**src/rtl/mips_reg_file.sv**
```systemverilog
// mips_reg_file
//   32-entry general-purpose register file for the single-cycle MIPS datapath.
//   Two combinational read ports feed the ALU (rs -> in1, rt -> in2 / store
//   data). One synchronous write port takes the write-back result. A debug
//   port reads stored contents without forwarding. r0 has no storage and
//   always reads as zero. r29 ($sp) resets to SP_INIT.
//
// Ports
//   clk, rst            rising-edge clock, asynchronous active-high reset
//   rd_addr1/rd_data1   read port 1 (rs)
//   rd_addr2/rd_data2   read port 2 (rt)
//   wr_en/wr_addr/wr_data  write-back port (RegWrite, dest index, data)
//   dbg_addr/dbg_data   debug read port (stored value, never forwarded)
//   wr_count            committed writes to non-zero registers, wraps
//
// CNT_W sets the internal width of the write counter. It is zero-extended
// onto the 32-bit wr_count port, and its default gives the full 32-bit count.
module mips_reg_file #(
  parameter int unsigned       DATA_W  = 32,
  parameter int unsigned       ADDR_W  = 5,
  parameter logic [DATA_W-1:0] SP_INIT = DATA_W'(32'h0000_FFFC),
  parameter bit                BYPASS  = 1'b1,
  parameter int unsigned       CNT_W   = 32
) (
  input  logic              clk,
  input  logic              rst,
  input  logic [ADDR_W-1:0] rd_addr1,
  output logic [DATA_W-1:0] rd_data1,
  input  logic [ADDR_W-1:0] rd_addr2,
  output logic [DATA_W-1:0] rd_data2,
  input  logic              wr_en,
  input  logic [ADDR_W-1:0] wr_addr,
  input  logic [DATA_W-1:0] wr_data,
  input  logic [ADDR_W-1:0] dbg_addr,
  output logic [DATA_W-1:0] dbg_data,
  output logic [31:0]       wr_count
);

  localparam int unsigned DEPTH  = 2 ** ADDR_W;
  localparam int unsigned SP_IDX = 29;

  // Index 0 is deliberately absent: it has no storage.
  logic [DATA_W-1:0] regs [1:DEPTH-1];
  logic [CNT_W-1:0]  cnt;
  logic              wr_hit;

  // A write commits only when not in reset and not targeting r0.
  assign wr_hit = !rst && wr_en && (wr_addr != '0);

  always_ff @(posedge clk or posedge rst) begin
    if (rst) begin
      for (int unsigned i = 1; i < DEPTH; i++) begin
        regs[i] <= (i == SP_IDX) ? SP_INIT : '0;
      end
      cnt <= '0;
    end else if (wr_hit) begin
      regs[wr_addr] <= wr_data;
      cnt           <= cnt + 1'b1;
    end
  end

  function automatic logic [DATA_W-1:0] stored(input logic [ADDR_W-1:0] a);
    return (a == '0) ? '0 : regs[a];
  endfunction

  // Each read port resolves forwarding independently of the other.
  always_comb begin
    rd_data1 = stored(rd_addr1);
    rd_data2 = stored(rd_addr2);
    if (BYPASS && wr_hit && (rd_addr1 == wr_addr)) rd_data1 = wr_data;
    if (BYPASS && wr_hit && (rd_addr2 == wr_addr)) rd_data2 = wr_data;
  end

  assign dbg_data = stored(dbg_addr);
  assign wr_count = 32'(cnt);

endmodule

```
**config.mk**
```make
export PLATFORM = sky130hd
export DESIGN_NAME = mips_reg_file
export DESIGN_NICKNAME = d
export VERILOG_FILES = /design/src/rtl/mips_reg_file.sv
export SDC_FILE = /design/constraint.sdc
export NUM_CORES = 2
export LEC_CHECK = 0
export CORE_UTILIZATION = 25
export CTS_BUF_LIST = sky130_fd_sc_hd__clkbuf_4 sky130_fd_sc_hd__clkbuf_8
export DETAILED_ROUTE_END_ITERATION = 12
export PLACE_DENSITY = 0.35
export SLEW_MARGIN = 20
export SYNTH_ARGS = -nofsm -noshare
export SYNTH_HDL_FRONTEND = slang
export SYNTH_SLANG_ARGS = --single-unit
```
**constraint.sdc**
```tcl
create_clock -name clk -period 65.6 [get_ports clk]
set_clock_uncertainty 0.15 [all_clocks]
set_input_delay 13.12 -clock clk [delete_from_list [all_inputs] [get_ports clk]]
set_output_delay 13.12 -clock clk [all_outputs]
set_load 0.02 [all_outputs]
```
==> impl_metrics.env <==
export IMPL_cp_top_family="buffers and inverters"
export IMPL_syn_area_um2=62400
export IMPL_cp_end_kind="output pin"
export IMPL_finalInstanceArea_um2=72100
export IMPL_timing_setup_tns_ps=0
export IMPL_port_buffers=182
export IMPL_ir_drop_mv=0.0195
export IMPL_wl_mm=282
export IMPL_fin_nets=4172
export IMPL_cts_path_max_buffers=3
export IMPL_drive_gt1_frac=0.576
export IMPL_ctsHtreeMaxLevel=4
export IMPL_yosys_area_top_type_share=0.405
export IMPL_hold_buffers=0
export IMPL_ff2ff_path_depth=5
export IMPL_wl_per_cell_um=37.1
export IMPL_p_total_mw=1.94
export IMPL_yosysTopAreaCell="dfrtp_1"
export IMPL_status="finished, final reports clean"
export IMPL_drt_initial_drc_count=3184
export IMPL_p_per_area_nw_per_um2=27.0
export IMPL_relSlewSlack=0.221
export IMPL_rrSetupSlack_ps=62580
export IMPL_core_area_um2=247000
export IMPL_clock_fmax_mhz=31.7
export IMPL_min_delay_path_depth=1
export IMPL_cts_tree="built"
export IMPL_hold_violations=0
export IMPL_cts_made_buffers=201
export IMPL_worst_path_max_fanout=57
export IMPL_path_class="primary input to output pin"
export IMPL_start_util=0.253
export IMPL_vias_per_cell=5.51
export IMPL_first_global_vias=44900
export IMPL_synth_seq_cells=1024
export IMPL_dieArea_um2=251000
export IMPL_root_buffer="clkbuf_8"
export IMPL_cap_violations=0
export IMPL_critPathLaunch="dbg_addr[0]"
export IMPL_clkLatencyLatePin_ps=980
export IMPL_min_period_ps=31550
export IMPL_synth_ff_type="dfrtp_1"
export IMPL_reg2reg_to="wr_count[14]"
export IMPL_syn_nets=4128
export IMPL_synthDistinctLibCells=46
export IMPL_critPathSlowestCell="buf_4"
export IMPL_rsz0062_at_grt="false"
export IMPL_period_share=0.481
export IMPL_grt_max_degree=154
export IMPL_crit_end="dbg_data[13]"
export IMPL_setup_viol=0
export IMPL_critical_path_depth=8
export IMPL_r2r_start="wr_count[2]"
export IMPL_ctsResizeCount=0
export IMPL_drcViolationCount=0
export IMPL_clkSlewWorstSetupHoldPaths_ps=60
export IMPL_fp_dieW_um=501
export IMPL_synth_seq_area_share=0.411
export IMPL_ios=183
export IMPL_post_cts_setup_buffers=0
export IMPL_crit_path_cell_trace="buf_8 -> buf_4 -> buf_4 -> buf_4 -> mux4_2 -> mux4_2 -> mux2_2 -> clkdlybuf4s50_1"
export IMPL_async_flop_share=1.00
export IMPL_num_rows=182
export IMPL_cp_num_buf_inv=5
export IMPL_start_kind="primary input"
export IMPL_grt_usage=0.225
export IMPL_slowest_delay_ps=760
export IMPL_syn_area_per_cell_um2=15.3
export IMPL_yosysWarnings=0
export IMPL_synth_edf_count=0
export IMPL_critPathRequiredTime_ps=52330
export IMPL_critPathMostFrequentCell="buf_4"
export IMPL_areaGrowthSynthToFinish_pct=15.6
export IMPL_arrival_ps=18280
export IMPL_grt_remaining_overflow=0
export IMPL_worstHoldStart="wr_count[31]"
export IMPL_drtPass1Iterations=5
export IMPL_grt_pass1_wl_mm=391
export IMPL_dp_hpwl_mm=155
export IMPL_synthCells=4072
export IMPL_finalMaxSlewViolations=0
export IMPL_post_dp_cell_area_um2=67800
export IMPL_antenna_found_initial=18
export IMPL_p_leak_nw=29.8
export IMPL_hold_class="flop to flop"
export IMPL_dieHeight_um=501
export IMPL_gp_congestion=0.742
export IMPL_ant_nets=0
export IMPL_cts_sinks=1024
export IMPL_synth_top_cells_by_area="dfrtp_1 (41%), mux4_2 (27%), mux2_2 (20%)"
export IMPL_vias=41800
export IMPL_max_slew_worst_pin_slew_ps=1170
==> synthesized netlist by cell type (all sizes together) (5+ instances only) <==
cell and number:
a21boi 30, a21oi 33, a221o 62, a22o 76
a22oi 149, a31oi 5, and3 10, buf 227
clkbuf 246, dfrtp 1010, dfstp 14, mux2 1121
mux2i 42, mux4 760, nand2 79, nand3 32
nand4 7, nor2 45, nor2b 8, nor3 8
o22ai 18, o31a 17, xnor2 27, xor2 14
==> logic make-up after synthesis <==
family	synth area share
compound gates	0.0505
xor+xnor	0.00576
fa+ha+maj	0.000201
buf+inv	0.0333
flops	0.411
mux	0.484
simple gates	0.0154
==> cell type report <==
class                           instances  area, µm²
Timing Repair Buffer                  314       2940
Multi-Input combinational cell       2571      35000
Antenna cell                            8       20.0
Clock inverter                         38        333
Clock buffer                          320       3950
Fill cell                           24900     175000
Sequential cell                      1024      25600
Tap cell                             3312       4140
Inverter                                4       22.5
==> placed cells by master, fill, tap and decap left out, types with 30 or more instances in the layout <==
cell type	n
clkdlybuf4s50_1	165
a22oi_1	149
buf_4	125
a21oi_1	32
mux2_2	1121
clkbuf_8	249
clkbuf_4	73
mux2i_1	42
a21boi_0	30
a221o_1	62
mux4_2	760
dfrtp_1	1010
a22o_1	76
nand2_1	64
nand3_1	32
==> per-layer routing <==
layer,part of all wire,GRT usage,vias up
met4,0.038,0.0832,0
li1,-,-,16500
met3,0.046,0.0352,433
met2,0.49,0.375,1323
met1,0.42,0.292,23500
met5,0,0,-
==> stage by stage <==
step	utilization	hold WS [ps]	std cells	worst slack (ps)
2_1_floorplan	-	357	4072	23540
3_3_place_gp	0.275	317	7224	33860
3_5_place_dp	0.275	317	7225	33810
4_1_cts	0.292	326	7583	33870
5_1_grt	0.292	373	7590	33710
6_report	0.292	321	7591	34050
==> state kept, by name, summed over array words and instances (netlist names) <==
signal / count
regs: 992
wr_count: 32
==> report_power, final <==
| part | leakage [nW] | internal, mW | total (mW) | switching, mW |
|---|---|---|---|---|
| Sequential | 13.6 | 0.716 | 0.802 | 0.0860 |
| Combinational | 14.0 | 0.236 | 0.434 | 0.198 |
| Clock | 2.28 | 0.389 | 0.707 | 0.318 |
==> worst min-delay path by stage <==
stage	end	slack (ps)
2_1_floorplan	regs[927]	360
3_3_place_gp	wr_count[31]	320
3_5_place_dp	wr_count[31]	320
4_1_cts	wr_count[31]	330
5_1_grt	wr_count[25]	370
6_report	wr_count[31]	320
(Power assumes the default switching activity.)
